--- src/rtl/fft_butterfly_sequencer.sv ---
// FFT butterfly sequencer: read/twiddle address generation, butterfly issue,
// in-flight tracking and in-place write-back for GS (DIF) or CT (DIT) order.
module fft_butterfly_sequencer #(
  parameter int LOG_N      = 10,
  parameter int RD_LATENCY = 2,
  parameter int BF_LATENCY = 20
) (
  input  logic             clk,
  input  logic             rst,
  input  logic             go,
  input  logic             use_ct,
  input  logic             bf_done,
  output logic             rd_en,
  output logic [LOG_N-1:0] rd_addr_a,
  output logic [LOG_N-1:0] rd_addr_b,
  output logic [LOG_N-2:0] tw_addr,
  output logic             bf_start,
  output logic             bf_use_ct,
  output logic             wr_en,
  output logic [LOG_N-1:0] wr_addr_a,
  output logic [LOG_N-1:0] wr_addr_b,
  output logic             busy,
  output logic             done,
  output logic             err
);

  localparam int D  = RD_LATENCY + BF_LATENCY;
  localparam int SW = $clog2(LOG_N + 1);
  localparam int KW = LOG_N - 1;

  typedef enum logic [1:0] {
    IDLE,
    ISSUE,
    DRAIN,
    FINISH
  } state_t;

  typedef struct packed {
    logic             v;
    logic [LOG_N-1:0] a;
    logic [LOG_N-1:0] b;
  } dl_t;

  state_t          state, state_n;
  logic [SW-1:0]   s;
  logic [KW-1:0]   k;
  logic            use_ct_q;
  logic            err_q;
  dl_t             dl [D];

  logic            k_last;
  logic            s_last;
  logic            empty_n;
  logic [SW-1:0]   sh;
  logic [SW-1:0]   twsh;
  logic [LOG_N-1:0] kx;
  logic [LOG_N-1:0] h;
  logic [LOG_N-1:0] j;
  logic [LOG_N-1:0] a;
  logic [LOG_N-1:0] tw_full;

  assign k_last = (k == {KW{1'b1}});
  assign s_last = (s == SW'(LOG_N - 1));

  // Line is empty after this edge when nothing sits below the output tap.
  always_comb begin
    empty_n = 1'b1;
    for (int i = 0; i < D - 1; i++) begin
      if (dl[i].v) empty_n = 1'b0;
    end
  end

  // Butterfly span is a power of two, so index split is mask and shift.
  always_comb begin
    sh      = use_ct_q ? s : SW'(LOG_N - 1) - s;
    twsh    = use_ct_q ? SW'(LOG_N - 1) - s : s;
    kx      = {1'b0, k};
    h       = LOG_N'(1) << sh;
    j       = kx & (h - LOG_N'(1));
    a       = (((kx >> sh) << sh) << 1) | j;
    tw_full = j << twsh;
  end

  // State register.
  always_ff @(posedge clk) begin
    if (rst) state <= IDLE;
    else     state <= state_n;
  end

  // Next-state and control outputs.
  always_comb begin
    state_n   = state;
    rd_en     = 1'b0;
    busy      = 1'b0;
    done      = 1'b0;
    rd_addr_a = '0;
    rd_addr_b = '0;
    tw_addr   = '0;
    unique case (state)
      IDLE: begin
        if (go) state_n = ISSUE;
      end
      ISSUE: begin
        busy      = 1'b1;
        rd_en     = 1'b1;
        rd_addr_a = a;
        rd_addr_b = a | h;
        tw_addr   = tw_full[LOG_N-2:0];
        if (k_last) state_n = DRAIN;
      end
      DRAIN: begin
        busy = 1'b1;
        if (empty_n) state_n = s_last ? FINISH : ISSUE;
      end
      FINISH: begin
        busy    = 1'b1;
        done    = 1'b1;
        state_n = IDLE;
      end
      default: state_n = IDLE;
    endcase
  end

  // Stage/butterfly counters and the latched ordering select.
  always_ff @(posedge clk) begin
    if (rst) begin
      s        <= '0;
      k        <= '0;
      use_ct_q <= 1'b0;
    end else begin
      unique case (state)
        IDLE: begin
          if (go) begin
            s        <= '0;
            k        <= '0;
            use_ct_q <= use_ct;
          end
        end
        ISSUE: k <= k + KW'(1);
        DRAIN: begin
          if (empty_n && !s_last) s <= s + SW'(1);
        end
        default: ;
      endcase
    end
  end

  // In-flight delay line; idle slots carry zero addresses.
  always_ff @(posedge clk) begin
    if (rst) begin
      for (int i = 0; i < D; i++) dl[i] <= '0;
    end else begin
      dl[0] <= '{v: rd_en, a: rd_addr_a, b: rd_addr_b};
      for (int i = 1; i < D; i++) dl[i] <= dl[i-1];
    end
  end

  // Sticky schedule check of bf_done against the expected completion.
  always_ff @(posedge clk) begin
    if (rst)                      err_q <= 1'b0;
    else if (state == IDLE && go) err_q <= 1'b0;
    else if (bf_done != dl[D-1].v) err_q <= 1'b1;
  end

  assign bf_start  = dl[RD_LATENCY-1].v;
  assign wr_en     = dl[D-1].v;
  assign wr_addr_a = dl[D-1].a;
  assign wr_addr_b = dl[D-1].b;
  assign bf_use_ct = use_ct_q;
  assign err       = err_q;

endmodule

--- config.mk ---
export PLATFORM = sky130hd
export DESIGN_NAME = fft_butterfly_sequencer
export DESIGN_NICKNAME = d
export VERILOG_FILES = /design/src/rtl/fft_butterfly_sequencer.sv
export SDC_FILE = /design/constraint.sdc
export NUM_CORES = 1
export LEC_CHECK = 0
export ABC_AREA = 1
export BUFFER_PORTS_ARGS = -buffer_cell sky130_fd_sc_hd__buf_2
export CORE_MARGIN = 2
export CORE_UTILIZATION = 51
export DETAILED_ROUTE_END_ITERATION = 8
export PLACE_DENSITY = 0.78
export REMOVE_ABC_BUFFERS = 1
export SLEW_MARGIN = 20
export SYNTH_ARGS = -nofsm -noshare
export SYNTH_HDL_FRONTEND = slang
export SYNTH_SLANG_ARGS = --single-unit
export TNS_END_PERCENT = 5
--- constraint.sdc ---
create_clock -name clk -period 4.65 [get_ports clk]
set_clock_uncertainty 0.1 [all_clocks]
set_input_delay 0.93 -clock clk [delete_from_list [all_inputs] [get_ports clk]]
set_output_delay 0.93 -clock clk [all_outputs]
set_load 0.01 [all_outputs]
# ---- Yosys cells after proc, flatten, opt, wreduce, memory -nomap -nowiden
# Memories as Yosys holds them, arrays and structs flattened.
# Cells that the tools add are included.
dict set report classes {
  add_sub_neg 4
  n_eq_ne 10
  n_shift 4
  muxes 64
  n_bitwise 25
  reduce_logical 12
}
# op n
set ops {}
lappend ops {{two-way mux 21 bit} 22}
lappend ops {{two-way mux 1 bit} 27}
lappend ops {{OR 1 bit} 22}
lappend ops {{two-way mux 10 bit} 2}
lappend ops {{OR 10 bit} 2}
lappend ops {{<< shifter 10 x 4 -> 9 bit} 2}
lappend ops {{two-way mux 9 bit} 2}
lappend ops {{one-hot mux 9 bit (2 select lines)} 1}
lappend ops {{two-way mux 4 bit} 4}
lappend ops {{bitwise AND 9 x 10 -> 10 bit} 1}
lappend ops {{<< shifter 1 x 4 -> 10 bit, first input constant} 1}
lappend ops {{right shift 9 x 4 -> 10 bit} 1}
lappend ops {{subtractor 10 x 1 -> 10 bit, second input constant} 1}
lappend ops {{adder 9 x 1 -> 9 bit, second input constant} 1}
lappend ops {{== test 9 bit, second input constant} 1}
lappend ops {{two-way mux 2 bit} 4}
lappend ops {{!= test 2 bit, second input constant} 4}
lappend ops {{one-hot mux 2 bit (4 select lines)} 1}
lappend ops {{one-hot mux 4 bit (2 select lines)} 1}
lappend ops {{AND reduction 3 bit} 2}
lappend ops {{adder 4 x 1 -> 4 bit, second input constant} 1}
lappend ops {{== test 2 bit, second input constant} 2}
lappend ops {{== test 4 bit, second input constant} 1}
lappend ops {{AND reduction 2 bit} 2}
lappend ops {{other kinds (9)} 11}
dict set report word_totals {
  ff_bits 17
  mem_bits_rw 462
  inputBits 5
  out_inout_bits 56
  elab_cells 125
  memories 1
}
# name words word_bits rd rd_ports_with_merged_regs write_ports line
set mem_list {}
lappend mem_list {dl 22 21 22 0 22 49} ;# dl_t dl [D];

# ---- Longest topological paths before layout
# An unclocked memory read counts as a cell.
dict set report logic_depth {
  word_depth 25
  depth_mapped 21
  depth_no_buf 19
}

# ---- Worst setup path before layout
# OpenSTA, ideal clock, no wires.
dict set report synth_timing {
  path_type {reg2out}
  from {reg s[1]}
  to {out tw_addr[7]}
  arrival_ns 2.969
  t_required_ns 3.620
  slack_ns 0.651
  stages_incl_launch_ff 18
  path_buffers 3
  cell_sequence {dfxtp_1 -> inv_2 -> buf_2 -> buf_1 -> ha_1 -> inv_1 -> o21ai_2 -> buf_6 -> nor3_1 -> inv_1 -> ha_1 -> nor2_1 -> inv_1 -> o21ai_0 -> o21ai_1 -> nand2_1 -> nand2_1 -> a21oi_1}
}
dict set report synth_via {
  elab_chain_len 7
  word_cells_on_any_way 8
}
# element line
set synth_lines {}
lappend synth_lines {{start: declaration} 45} ;# logic [SW-1:0] s;
lappend synth_lines {{start signal: assignment} 141} ;# if (empty_n && !s_last) s <= s + SW'(1);
lappend synth_lines {{subtractor 4 bit} {75, 76}}
lappend synth_lines {{two-way mux 4 bit} 75} ;# sh = use_ct_q ? s : SW'(LOG_N - 1) - s;
lappend synth_lines {{<< shifter 1 x 4 -> 10 bit} 78} ;# h = LOG_N'(1) << sh;
lappend synth_lines {{subtractor 10 x 1 -> 10 bit} 79} ;# j = kx & (h - LOG_N'(1));
lappend synth_lines {{bitwise AND 9 x 10 -> 10 bit} 79}
lappend synth_lines {{<< shifter 10 x 4 -> 9 bit (*)} 81} ;# tw_full = j << twsh;
lappend synth_lines {{two-way mux 9 bit (*)} 99} ;# unique case (state)
lappend synth_lines {{end: declaration} 16} ;# output logic [LOG_N-2:0] tw_addr,
# Mark *: on every way between the ends. The rest lies on a longest branch, timed or not.

# ---- Worst setup path in the final report
dict set report layout_timing {
  from {reg s[2]}
  to {out tw_addr[7]}
}
# Same word-level chain as after synthesis.

==> results.cfg <==
[drt]
drt-total-wl_um = 24800
via_per_inst = 4.39
drt-pass1-iter-count = 5
drt-wirelength-per-cell_um = 10.7
via_count = 10190
drt-initial-drc-count = 666
drc = 0
ant_nets = 0

[place]
dpl_cell_area_mm2 = 0.0159
dpl.hpwl_um = 15600
place_congestion = 0.861
port_buffers = 60
dp.cells = 2241

[global_routing]
grt_util_all_layers = 0.163
grt_max_degree = 141
globalRoute.totalOverflow = 0
antenna_found_initial = 0
grt_pass1_vias = 9921
grt_pass1_wl_um = 42700

[clocking]
htree_levels = 2
cts_hold_buf = 0
clk_path_buf_depth = 3
cts_tree = done
root_buffer = clkbuf_16
cts_made_buffers = 45
cts_sinks = 479
clock_latency_ns = 0.54
clk_pin_slew_ns = 0.06

[timing]
slew_violations = 0
setup_tns_ns = 0
fin_crit_sh = 0.920
relSlewSlack = 0.477
fmax_mhz = 234
grt_setup_unrepaired = no
holdWs_ns = 0.291
setup_viol = 0
layout_min_cycle_time_ns = 4.28
worst_pin_slew_ns = 0.776
hold_violations = 0

[logic_synthesis]
synth_top_area_share = 0.621
yosys-top-cells-area = dfxtp_1 62%, inv_1 12%, nor2_1 12%, nand2_1 2.9%, nand3_1 2.2%
synth_area_mm2 = 0.0154
ys_seq_elements = 479
synth_top_area_cell = dfxtp_1
synth_cells = 1868
async_flop_share = 0
syn_area_per_cell_um2 = 8.27
ys_seq_area_frac = 0.621
synth_cell_types = 39
synth_edf_count = 0
yosys_warnings = 0
ys.flop_type = dfxtp_1

[hold_path]
worstHoldStart = dl[0][186]$_SDFF_PP0_
min_to = dl[0][207]$_SDFF_PP0_
holdCritPathClass = reg -> reg
min_path_cells = 2

[floorplan]
dieWidth_um = 178
die_height_um = 178
io_pins = 61
initial_utilization = 0.520
die_area_mm2 = 0.0317
core_mm2 = 0.0297
rows = 63

[pwr]
leakage_nw = 7.22
peakVddDrop_uv = 317
power_density_mw_per_mm2 = 477

[finish]
final_cells = 2321
n_antenna_cell = 0
layout-drive-gt1-share = 0.0948
regArea_mm2 = 0.00959
fin_area_mm2 = 0.0173
syn_to_final_growth_pct = 12.2
nFillCells = 2523
multi_input_area_mm2 = 0.00351
nNetsFinal = 1909
post-route-util = 0.583

[critical_path]
r2r_slack_ns = 1.85
worstReg2RegEnd = dl[0][1]$_SDFF_PP0_
r2r_cells = 13
rr_startpoint = s[2]$_SDFFE_PP0P_
crit_fanout = 11
arrival_ns = 3.25
end_kind = primary output
startpoint_type = flop
required_ns = 3.62
critical_path_class = reg -> out

[outcome]
status = finished, final reports clean

[run]
drv_cap = 0
==> layout by cell type, fill, tap and decap left out, drive strengths merged <==
cell type,Yosys,routed
a32o,2,2
dfxtp,479,479
o22ai,1,1
xor2,1,1
a21oi,21,21
buf,37,69
a31oi,1,1
bufinv,0,1
clkinv,0,8
o21ai,29,29
a211oi,4,4
o311a,1,1
a22oi,1,1
nand4,9,9
clkbuf,49,68
nor2,495,495
nand2,137,137
nand3b,1,1
ha,6,6
nor3,5,5
inv,506,509
o31ai,1,1
a221oi,3,3
o21a,2,2
nand3,77,77
==> area by class of cell <==
cell class | count | area share
inverter | 506 | 0.110
tap | 390 | 0.0282
sequential | 479 | 0.553
timing repair buffer | 69 | 0.0232
multi-input combinational | 797 | 0.202
clock inverter | 12 | 0.00787
clock buffer | 68 | 0.0752
==> cells in the mapped netlist (3+ instances only) <==
cell type and count:
buf_4 24, nor2_2 4, o21ai_2 4, nor3_1 4
o21ai_0 21, nand4_1 9, nand2_1 118, ha_1 6
a211oi_1 4, inv_1 499, buf_2 5, dfxtp_1 479
nor2_1 489, buf_6 3, nand2_4 3, a21oi_1 19
inv_2 6, clkbuf_1 49, nand2_2 14, o21ai_1 4
nand3_2 8, buf_1 5, a221oi_1 3, nand3_1 69
==> flip-flops by register name, indices dropped and copies added (netlist names) <==
name / count
err: 1
bf_use_ct: 1
k: 9
dl: 462
s: 4
state: 2
==> layer usage <==
| metal | share of wire | track usage |
|---|---|---|
| met2 | 0.48 | 0.297 |
| met4 | 0.031 | 0.0642 |
| met3 | 0.054 | 0.0324 |
| met5 | 0 | 0 |
| met1 | 0.43 | 0.187 |
==> where the power goes <==
part           switching (W)  internal (W)
Sequential         0.0000201       0.00413
Clock                0.00148       0.00201
Combinational       0.000451      0.000172
Total                0.00195       0.00631
==> per-stage QoR <==
stage	power, W	setup WS [ns]
2_1_floorplan	0.00463	0.238
3_3_place_gp	0.00486	0.827
3_5_place_dp	0.00486	0.810
4_1_cts	0.00834	0.222
5_1_grt	0.00861	0.0681
6_report	0.00826	0.371
==> cells by family after synthesis <==
group                    Yosys count  synth area share
buffers and inverters            592             0.152
AO/OA/AOI/OAI                     66            0.0260
AND/OR/NAND/NOR                  724             0.196
flip-flops                       479             0.621
adder cells (fa/ha/maj)            6           0.00486
XOR/XNOR                           1          0.000567
==> critical path: stages, from the launching register on <==
cell and delay (ns):
dfxtp_1 0.37, inv_1 0.09, ha_1 0.29, inv_1 0.07, o21ai_2 0.05, buf_4 0.19
inv_2 0.07, nand2_2 0.06, nor2_1 0.13, inv_1 0.10, ha_1 0.27, nor2_1 0.15
inv_1 0.08, o21ai_1 0.22, o21ai_1 0.11, nand2_1 0.07, nand2_1 0.08, a21oi_1 0.14
buf_2 0.15
==> worst max-delay path by stage <==
| stage | start | to | slack (ns) | cells after the start |
|---|---|---|---|---|
| floorplan | s[1]$_SDFFE_PP0P_ | tw_addr[7] | 0.24 | 16 |
| global placement | bf_use_ct$_SDFFE_PP0P_ | tw_addr[7] | 0.83 | 14 |
| detailed placement | bf_use_ct$_SDFFE_PP0P_ | tw_addr[7] | 0.81 | 14 |
| CTS | bf_use_ct$_SDFFE_PP0P_ | tw_addr[7] | 0.22 | 14 |
| global route | s[2]$_SDFFE_PP0P_ | tw_addr[6] | 0.07 | 20 |
| finish | s[2]$_SDFFE_PP0P_ | tw_addr[7] | 0.37 | 18 |
==> timing repair <==
action,CTS,global route
buffers inserted,0,0
gates resized for setup,0,2
endpoints found under the setup margin,0,3
Power figures use the tool's default switching activity.
